### src/rtl/riscv_mc_seq.sv
// rtl/riscv_mc_seq.sv - multi-cycle fetch/execute sequencer for a single-cycle RISC-V datapath
//
// Owns the PC and instruction register and runs one instruction at a time
// against variable-latency instruction and data memories. The PC and the
// register-file write enable are gated so that architectural state changes
// exactly once per instruction, in the RETIRE cycle.
//
// Optional build macro: RISCV_MC_SEQ_PERF_CNT_EN adds cycle, instret and stall counters.
//
// Ports:
//   clk, rst                       clock, synchronous active-high reset
//   imem_req/addr/rdata/rvalid     instruction fetch transaction (req is a one-cycle pulse)
//   dmem_req/we/addr/wdata/rdata/rvalid  data transaction (req is a one-cycle pulse)
//   alu_out, rs2_data, pc_next     datapath results consumed by the sequencer
//   ctl_mem_rd/wr, ctl_regwen      control-unit decode of the latched instruction
//   pc, instr, ld_data             architectural PC, instruction register, load-data register
//   rf_we, retire                  gated register write enable, one pulse per instruction
//   halted, bus_err                sticky terminal status (EBREAK / timeout or misaligned fetch)
//   cyc_cnt, instret_cnt, stall_cnt  performance counters (RISCV_MC_SEQ_PERF_CNT_EN only)
module riscv_mc_seq #(
    parameter int unsigned        XLEN     = 32,
    parameter logic [XLEN-1:0]    RESET_PC = '0,
    parameter int unsigned        MAX_WAIT = 255
) (
    input  logic            clk,
    input  logic            rst,
    output logic            imem_req,
    output logic [XLEN-1:0] imem_addr,
    input  logic [31:0]     imem_rdata,
    input  logic            imem_rvalid,
    output logic            dmem_req,
    output logic            dmem_we,
    output logic [XLEN-1:0] dmem_addr,
    output logic [XLEN-1:0] dmem_wdata,
    input  logic [XLEN-1:0] dmem_rdata,
    input  logic            dmem_rvalid,
    input  logic [XLEN-1:0] alu_out,
    input  logic [XLEN-1:0] rs2_data,
    input  logic [XLEN-1:0] pc_next,
    input  logic            ctl_mem_rd,
    input  logic            ctl_mem_wr,
    input  logic            ctl_regwen,
    output logic [XLEN-1:0] pc,
    output logic [31:0]     instr,
    output logic [XLEN-1:0] ld_data,
    output logic            rf_we,
    output logic            retire,
    output logic            halted,
    output logic            bus_err
`ifdef RISCV_MC_SEQ_PERF_CNT_EN
    ,
    output logic [63:0]     cyc_cnt,
    output logic [63:0]     instret_cnt,
    output logic [31:0]     stall_cnt
`endif
);

    localparam int unsigned   WW         = $clog2(MAX_WAIT + 1);
    localparam logic [WW-1:0] WAIT_LIMIT = WW'(MAX_WAIT);
    localparam logic [31:0]   INSTR_NOP  = 32'h0000_0013;
    localparam logic [31:0]   INSTR_EBRK = 32'h0010_0073;

    localparam logic [2:0] S_IFETCH = 3'd0;
    localparam logic [2:0] S_IWAIT  = 3'd1;
    localparam logic [2:0] S_EXEC   = 3'd2;
    localparam logic [2:0] S_DWAIT  = 3'd3;
    localparam logic [2:0] S_RETIRE = 3'd4;
    localparam logic [2:0] S_HALT   = 3'd5;
    localparam logic [2:0] S_ERR    = 3'd6;

    logic [2:0]    state;
    logic [WW-1:0] wait_cnt;
    logic [WW-1:0] wait_inc;
    logic          d_is_load;   // captured in EXEC so DWAIT need not re-decode
    logic          mem_access;
    logic          pc_aligned;

    assign wait_inc   = wait_cnt + WW'(1);
    assign mem_access = ctl_mem_rd | ctl_mem_wr;
    assign pc_aligned = (pc[1:0] == 2'b00);

    // Request/strobe outputs are decoded from state; rst masks them so every
    // single-bit output reads 0 while reset is held.
    assign imem_req   = ~rst & (state == S_IFETCH) & pc_aligned;
    assign imem_addr  = pc;
    assign dmem_req   = ~rst & (state == S_EXEC) & mem_access;
    assign dmem_we    = dmem_req & ctl_mem_wr;   // store wins if both are decoded
    assign dmem_addr  = dmem_req ? alu_out  : '0;
    assign dmem_wdata = dmem_req ? rs2_data : '0;
    assign retire     = ~rst & (state == S_RETIRE);
    assign rf_we      = retire & ctl_regwen;

    always_ff @(posedge clk) begin
        if (rst) begin
            state     <= S_IFETCH;
            pc        <= RESET_PC;
            instr     <= INSTR_NOP;
            ld_data   <= '0;
            halted    <= 1'b0;
            bus_err   <= 1'b0;
            wait_cnt  <= '0;
            d_is_load <= 1'b0;
        end else begin
            case (state)
                S_IFETCH: begin
                    if (!pc_aligned) begin
                        bus_err <= 1'b1;
                        state   <= S_ERR;
                    end else begin
                        wait_cnt <= '0;
                        state    <= S_IWAIT;
                    end
                end
                S_IWAIT: begin
                    if (imem_rvalid) begin
                        instr <= imem_rdata;
                        if (imem_rdata == INSTR_EBRK) begin
                            halted <= 1'b1;
                            state  <= S_HALT;
                        end else begin
                            state <= S_EXEC;
                        end
                    end else begin
                        wait_cnt <= wait_inc;
                        if (wait_inc == WAIT_LIMIT) begin
                            bus_err <= 1'b1;
                            state   <= S_ERR;
                        end
                    end
                end
                S_EXEC: begin
                    if (mem_access) begin
                        d_is_load <= ~ctl_mem_wr;
                        wait_cnt  <= '0;
                        state     <= S_DWAIT;
                    end else begin
                        state <= S_RETIRE;
                    end
                end
                S_DWAIT: begin
                    if (dmem_rvalid) begin
                        if (d_is_load) begin
                            ld_data <= dmem_rdata;
                        end
                        state <= S_RETIRE;
                    end else begin
                        wait_cnt <= wait_inc;
                        if (wait_inc == WAIT_LIMIT) begin
                            bus_err <= 1'b1;
                            state   <= S_ERR;
                        end
                    end
                end
                S_RETIRE: begin
                    pc    <= pc_next;
                    state <= S_IFETCH;
                end
                S_HALT: state <= S_HALT;
                S_ERR:  state <= S_ERR;
                default: begin
                    // Unused encoding: park in the error state rather than run.
                    bus_err <= 1'b1;
                    state   <= S_ERR;
                end
            endcase
        end
    end

`ifdef RISCV_MC_SEQ_PERF_CNT_EN
    logic running;
    logic stalled;

    assign running = (state != S_HALT) && (state != S_ERR);
    assign stalled = ((state == S_IWAIT) && !imem_rvalid) ||
                     ((state == S_DWAIT) && !dmem_rvalid);

    always_ff @(posedge clk) begin
        if (rst) begin
            cyc_cnt     <= '0;
            instret_cnt <= '0;
            stall_cnt   <= '0;
        end else if (running) begin
            cyc_cnt <= cyc_cnt + 64'd1;
            if (state == S_RETIRE) begin
                instret_cnt <= instret_cnt + 64'd1;
            end
            if (stalled) begin
                stall_cnt <= stall_cnt + 32'd1;
            end
        end
    end
`endif

endmodule

### config.mk
export PLATFORM = sky130hd
export DESIGN_NAME = riscv_mc_seq
export DESIGN_NICKNAME = d
export VERILOG_FILES = /design/src/rtl/riscv_mc_seq.sv
export SDC_FILE = /design/constraint.sdc
export NUM_CORES = 1
export LEC_CHECK = 0
export CORE_AREA = 2 2 141 143
export CTS_BUF_LIST = sky130_fd_sc_hd__clkbuf_4
export DETAILED_ROUTE_END_ITERATION = 8
export DIE_AREA = 0 0 143 145
export GPL_TIMING_DRIVEN = 0
export PLACE_DENSITY_LB_ADDON = 0.25
export SLEW_MARGIN = 25
export SYNTH_ARGS = -nofsm -noshare
export SYNTH_HDL_FRONTEND = slang
export SYNTH_SLANG_ARGS = --single-unit
### constraint.sdc
create_clock -name clk -period 2.5 [get_ports clk]
set_input_delay 0.5 -clock clk [delete_from_list [all_inputs] [get_ports clk]]
set_output_delay 0.5 -clock clk [all_outputs]
set_load 0.05 [all_outputs]
==> Word-level counts from Yosys, hierarchy flattened <==
Index checks and enable logic that the tools add are counted.
{ "op_classes": {"n_addsub": 1, "eq_ne": 13, "mux": 19, "bitwise_logic": 11, "n_reduce_logical": 10} }
{ "ops": {"columns": ["op", "n"], "rows": [
  ["$mux W32", 2],
  ["$eq A32 B21 Y1 const B", 1],
  ["$mux W8", 4],
  ["$pmux W8 S4", 1],
  ["$mux W3", 6],
  ["$pmux W3 S6", 1],
  ["$ne A2 B2 Y1 const B", 5],
  ["$eq A3 B3 Y1 const B", 3],
  ["$add A8 B1 Y8 const B", 1],
  ["$eq A8 B8 Y1 const B", 1],
  ["$and A1 B1 Y1", 7],
  ["$eq A3 B2 Y1 const B", 2],
  ["$reduce_and A3 Y1", 2],
  ["$reduce_and A5 Y1", 1],
  ["$mux W1", 4],
  ["$pmux W1 S4", 1],
  ["$reduce_and A2 Y1", 2],
  ["$reduce_and A4 Y1", 1],
  ["$reduce_bool A4 Y1", 1],
  ["$reduce_or A4 Y1", 1],
  ["$eq A3 B1 Y1 const B", 1],
  ["$logic_not A3 Y1", 1],
  ["$not A1 Y1", 3],
  ["$logic_not A2 Y1", 1],
  ["$or A1 B1 Y1", 1]
]} }
{ "totals": {"ff_bits": 110, "input_bits": 167, "output_inout_bits": 199, "elab_cells": 62} }

==> Longest topological paths before layout <==
Gate-level depths: netlist of the first run.
{ "depth": {"word_depth": 5, "mapped_depth": 7, "depth_no_buf": 7} }

==> Worst setup path after synthesis of the first run <==
No wires, ideal clock.
{ "synth_path": {"path_type": "input -> output", "from": "input rst", "to": "output imem_req", "t_arrival_ns": 2.492, "required_time_ns": 2.000, "path_slack_ns": -0.492, "cell_stages": 3, "path_buffers": 2, "path_cell_list": "clkbuf_1 > clkbuf_1 > nor4b_1"} }
{ "synth_via": {"elab_chain_cells": 3} }
{ "synth_lines": {"columns": ["item", "line", "rtl"], "rows": [
  ["start: declaration", "26", "input logic rst,"],
  ["$not A1 Y1", "84", "assign imem_req = ~rst & (state == S_IFETCH) & pc_aligned;"],
  ["$and A1 B1 Y1 (2 in a row)", "84", null],
  ["end: declaration", "27", "output logic imem_req,"]
]} }
Every way passes these cells.

==> Final worst setup path of the first run <==
{ "layout_path": {"from": "register state[1]", "to": "output dmem_wdata[19]"} }
{ "layout_via": {"elab_chain_cells": 4} }
{ "layout_lines": {"columns": ["item", "line", "rtl"], "rows": [
  ["start: declaration", "71", "logic [2:0] state;"],
  ["start signal: assignment", "95", "state <= S_IFETCH;"],
  ["start signal: assignment", "108", "state <= S_ERR;"],
  ["start signal: assignment", "111", "state <= S_IWAIT;"],
  ["$eq A3 B2 Y1", "86", "assign dmem_req = ~rst & (state == S_EXEC) & mem_access;"],
  ["$and A1 B1 Y1 (2 in a row)", "86", null],
  ["$mux W32", "89", "assign dmem_wdata = dmem_req ? rs2_data : '0;"],
  ["end: declaration", "34", "output logic [XLEN-1:0] dmem_wdata,"]
]} }
Every way passes these cells.

==> results of run 1 <==
==> through the flow <==
step	hold slack, ps	instances	utilization (%)	TNS [ps]
final	332	1315	50.0	0
after global routing	324	1315	50.0	-2240
after CTS	458	1312	49.7	-3160
after detailed placement	436	1284	46.3	-66910
after global placement	436	1284	46.3	-65680
after floorplan	448	655	-	0
==> final cells by class <==
type,instances,share of cell area (%)
Tap cell,265,3.45
Sequential cell,110,23.0
Timing Repair Buffer,381,41.7
Inverter,6,0.234
Multi-Input combinational cell,464,25.4
Buffer,73,4.90
Antenna cell,1,0.0260
Clock buffer,9,0.703
Clock inverter,6,0.664
==> report_power, final <==
| part | total, W | switching (W) | internal [W] |
|---|---|---|---|
| Clock | 0.000892 | 0.000597 | 0.000295 |
| Combinational | 0.00349 | 0.00211 | 0.00138 |
| Sequential | 0.00210 | 0.000137 | 0.00196 |
| Total | 0.00648 | 0.00285 | 0.00364 |
==> flip-flops by register name, indices dropped and copies added, names as in the netlist <==
signal and cells:
bus_err 1, d_is_load 1, halted 1, imem_addr 32, instr 32, ld_data 32, state 3, wait_cnt 8
==> worst paths after layout <==
check | from | to | cells after the start
hold reg to reg | bus_err | bus_err | 2
hold / removal | ctl_mem_wr | d_is_load | 2
setup / recovery | state[1] | dmem_wdata[19] | 8
setup reg to reg | state[2] | ld_data[23] | 7
==> cell families after synthesis <==
kind of cell             after synthesis  synth area share (%)
XOR/XNOR                               2                 0.357
flip-flops                           110                  44.8
buffers and inverters                 81                  8.97
adder cells (fa/ha/maj)                2                 0.509
AO/OA/AOI/OAI                        134                  14.8
AND/OR/NAND/NOR                      326                  30.5
==> placed cells by master (no fill, tap or decap), types with 3 or more instances in the layout <==
master	count
buf_8	51
nand3_1	6
nor2_1	14
inv_1	6
clkbuf_8	7
nand2_1	201
nor4_1	5
clkbuf_2	4
a21oi_1	104
buf_6	4
nand3b_1	3
buf_4	54
and2_1	16
or3_1	4
clkbuf_4	11
buf_2	6
and2_4	49
clkdlybuf4s50_1	293
o22ai_1	3
a31oi_1	5
dfxtp_1	107
nor2_2	4
a311oi_1	3
nand4_1	3
clkinvlp_4	4
clkbuf_1	29
o21ai_0	8
==> per-layer routing <==
| layer | part of all wire (%) | up-vias | routed length [µm] |
|---|---|---|---|
| met5 | 0 | - | 0 |
| li1 | - | 2894 | - |
| met2 | 53 | 236 | 10500 |
| met4 | 2.4 | 0 | 474 |
| met1 | 37 | 2581 | 7300 |
| met3 | 7.5 | 26 | 1480 |
==> critical path: stages (launching register included) <==
cell and delay (ps):
dfxtp_2 350, buf_6 120, nand2_2 80, nor3_4 220
clkbuf_8 210, buf_12 110, buf_8 100, and2_4 140
buf_8 140
==> repair_timing <==
action / CTS / global route
setup buffers: 6 / 5
setup endpoints to repair: 69 / 68
pin swaps: 42 / 4
resized for setup: 576 / 28
gates cloned: 7 / 0
hold buffers: 0 / 0
==> metrics.txt, run 1 <==
status=finished clean; asr flop ratio synth=0%; Total Power=0.00648 W; DR vias/cell=4.36; Worst Tran Pin Value=735 ps; CP max FO=8; initial antenna violation count=1; Final Max Slew Viols=0; number of distinct library cells after synthesis=41; Setup CP Type=register to primary output; Filler cells=1886; Initial Utilization=25.6%; layout cells sized above 1=19.9%; Worst slew margin=50.6%; GR Util met2=34.5%; depth of the CTS H-tree=3; CTS buffer count=9; placed instance area=0.00890 mm²; Avg Inst Size Synth=7.50 µm²; clk root buf=clkbuf_4; Post-synth top cells=203 x nand2_1, 110 x dfxtp_1, 104 x a21oi_1; global route hottest layer=met2; antenna-violating nets left=0; Crit. End Element=primary output; Synth area leader=dfxtp_1; ranking of synthesized cells by area=dfxtp_1 45%, nand2_1 16%, a21oi_1 11%; Post-Synthesis Cells=655; PwrDens=675 mW/mm²; Period Utilization, post-route=98.1%; EDFF count, synth=0; drt total wl=19800 µm; Reg clk slew, reported paths=150 ps; final worst setup slack=47.5 ps; global-route wire length before repair=30100 µm; Post-DP HPWL=15400 µm; Critical Path RT=2000 ps; fmax=408 MHz; dpl ws=-1180 ps; # DRC=0; area of the multi-input gates=0.00244 mm²; largest net degree at the start of global routing=18; most frequent cell after synthesis=nand2_1; YS warnings=0; vias in the first global route=5603; Syn Nets=824; core area=0.0192 mm²; GR met3 Demand/Resource=4.29%; ys flop type=dfxtp_1; Leak Pwr=3.62 nW; I/O Buffers=364; final instance area=0.00961 mm²; # setup viols final=0; min Tclk post-route=2450 ps; register bit count reported by yosys=110; worst reg-to-reg setup slack=440 ps; Die Wd=143 µm; post-synthesis sequential area ratio=44.8%; area share of the largest cell type after synthesis=44.8%; Die H=145 µm; vias=5737; CTS Sinks=110; total gr overflow=0; CTS max path bufs=2; max_cap viols=0; Routed wire per std cell=15.0 µm; # rows=51; VDD IR-drop max=0.233 mV; Critical Path AT=1950 ps; clk_skew=23.2 ps; M1 GR Usage=20.1%; CP startpoint kind=register; I/O pin cnt=366; final RePlAce weighted congestion=0.813; Area Growth Syn to Fin=95.6%; register area=0.00221 mm²; Worst-Skew Late Latency=480 ps; die footprint=0.0207 mm²; Global Route Usage Sum=18.6%; Hold Vio Cnt, Final=0; Worst Hold Class=input port to register; mapped cell area=0.00491 mm²; fin nets=1214; Iter 0 DRT Violations=166; TritonCTS clock tree=done; TritonRoute pass-1 iters=4; unrepaired setup endpoints after global routing=true
Power figures use the tool's default switching activity.
==> run 2: changes to the inputs <==
- ABC_CLOCK_PERIOD_IN_PS: default -> 2500
- SKIP_LAST_GASP: default -> 1
- TNS_END_PERCENT: default -> 5
==> metrics.txt, run 2 (same netlist as run 1, synthesis figures left out) <==
Period Utilization, post-route=105% (was 98.1%); Hold Vio Cnt, Final=0 (unchanged); Die H=145 µm (unchanged); CTS buffer count=9 (unchanged); CTS Sinks=110 (unchanged); R2R Path Start=state[2] (unchanged); I/O Buffers=364 (unchanged); fin nets=1208 (was 1214); final worst setup slack=-126 ps (was 47.5 ps); Reg clk slew, reported paths=160 ps (was 150 ps); cell total after placement=1284 (unchanged); Routed wire per std cell=15.0 µm (about the same); worst hold path startpoint=ctl_mem_wr (unchanged); depth of the CTS H-tree=3 (unchanged); worst-case reg-to-reg path depth=7 (unchanged); layout cells sized above 1=14.6% (was 19.9%); Critical Path AT=2130 ps (was 1950 ps); worst reg-to-reg setup slack=400 ps (was 440 ps); Total Power=0.00639 W (was 0.00648 W); Setup CP Type=register to primary output (unchanged); largest net degree at the start of global routing=18 (unchanged); Internal=0.00358 W (was 0.00364 W); Worst Hold Class=input port to register (unchanged); # DRC=0 (unchanged); Global Route Usage Sum=18.6% (about the same); vias=5727 (was 5737); Net Switching=0.00281 W (was 0.00285 W); Initial Utilization=25.6% (unchanged); Iter 0 DRT Violations=175 (was 166); initial antenna violation count=5 (was 1); VDD IR-drop max=0.233 mV (about the same); Final Max Slew Viols=0 (unchanged); failing checks=negative setup slack; I/O pin cnt=366 (unchanged); # rows=51 (unchanged); TritonCTS clock tree=done (unchanged); Post-DP HPWL=15600 µm (was 15400 µm); antenna-violating nets left=0 (unchanged); core area=0.0192 mm² (unchanged); unrepaired setup endpoints after global routing=true (unchanged); status=finished, violations left (was finished clean); Critical Path RT=2000 ps (about the same); Worst-Skew Late Latency=480 ps (about the same); Worst Tran Pin Value=608 ps (was 735 ps); Finished Layout Cells=1312 (was 1315); Hold Path Sink=d_is_load (unchanged); final RePlAce weighted congestion=0.834 (was 0.813); TritonRoute pass-1 iters=4 (unchanged); Crit. End Element=primary output (unchanged); # setup viols final=53 (was 0); CP max FO=10 (was 8); Clock power frac=16.1% (was 13.8%); min Tclk post-route=2630 ps (was 2450 ps); max_cap viols=0 (unchanged); dpl ws=-1220 ps (was -1180 ps); clk_skew=15.6 ps (was 23.2 ps); DR vias/cell=4.37 (was 4.36); CTS max path bufs=2 (unchanged); global-route wire length before repair=30000 µm (was 30100 µm); CP startpoint kind=register (unchanged); drt total wl=19700 µm (was 19800 µm); Worst slew margin=59.2% (was 50.6%); total gr overflow=0 (unchanged); Die Wd=143 µm (unchanged); switch share=44.0% (was 43.9%); Worst Hold Slack=331 ps (was 332 ps); hold path depth=2 (unchanged); RR Endpoint=ld_data[24] (was ld_data[23]); fmax=381 MHz (was 408 MHz); Area Growth Syn to Fin=84.4% (was 95.6%); Reg power frac=32.9% (was 32.4%); commonest cells after routing, fill and taps aside=294 x clkdlybuf4s50_1, 202 x nand2_1, 107 x dfxtp_1 (was 293 x clkdlybuf4s50_1, 201 x nand2_1, 107 x dfxtp_1); die footprint=0.0207 mm² (unchanged); PwrDens=705 mW/mm² (was 675 mW/mm²); vias in the first global route=5576 (was 5603); clk root buf=clkbuf_4 (unchanged); Comb power frac=51.0% (was 53.8%); Leak Pwr=3.41 nW (was 3.62 nW); commonest non-fill, non-tap cell in the layout=clkdlybuf4s50_1 (unchanged)
-- run 2: cell types whose count changed in the layout (fill, tap and decap cells not counted), moves of 3 or more --
cell,before,now
clkinvlp_4,4,1
buf_2,6,28
buf_8,51,4
and2_4,49,4
clkdlybuf4s15_2,0,12
and2_1,16,61
buf_4,54,44
clkbuf_8,7,2
clkbuf_4,11,27
-- run 2: what timing repair did --
action,in CTS,in global routing
pin swaps,3,3
setup buffers,3,3
cloned,2,1
endpoints found under the setup margin,69,69
gates resized for setup,337,46
hold buffers,0,0
-- run 2: power by group through the flow --
stage | logic [W] | registers [W] | clock network, W
after floorplan | 0.00146 | 0.00270 | 0
after global placement | 0.00319 | 0.00212 | 0
after CTS | 0.00323 | 0.00210 | 0.00109
after detailed placement | 0.00319 | 0.00213 | 0
final | 0.00325 | 0.00210 | 0.00103
after global routing | 0.00347 | 0.00213 | 0.00114
-- run 2: area by class of cell --
type / instances / area [µm²]
antenna: 3 / 7.51
buffer: 75 / 457
clock buffer: 10 / 75.1
clock inverter: 6 / 86.3
fill: 1969 / 10100
inverter: 6 / 22.5
multi-input combinational: 464 / 2310
sequential: 110 / 2210
tap: 265 / 332
timing repair buffer: 373 / 3560
-- run 2: per-layer routing --
metal	global-route usage, %	part of all wire (%)	vias up
li1	-	-	2888
met1	19.8	37	2552
met2	34.3	52	249
met3	5.15	8.4	32
met4	7.48	2.5	6
met5	0	0.19	-
-- run 2: through the flow --
step | setup TNS, ps | util, % | instance area, µm²
6_report | -2710 | 47.2 | 9060
5_1_grt | -11260 | 47.2 | 9060
4_1_cts | -11050 | 46.6 | 8960
3_5_place_dp | -70960 | 46.3 | 8890
3_3_place_gp | -68780 | 46.3 | 8890
2_1_floorplan | -43.6 | - | 4920
-- run 2: worst max-delay path, stage by stage, from the launching register on --
cell	delay, ps
dfxtp_4	400
clkbuf_2	190
nor2_1	160
nand2_1	200
nor2_2	190
clkdlybuf4s15_1	520
-- run 2: how the worst max path moves through the flow --
stage | from | endpoint | slack, ps
2_1_floorplan | rst | dmem_we | -20
6_report | state[0] | retire | -130
3_5_place_dp | ctl_mem_wr | dmem_addr[6] | -1220
3_3_place_gp | ctl_mem_wr | dmem_addr[6] | -1190
5_1_grt | state[0] | retire | -260
4_1_cts | state[1] | imem_req | -260
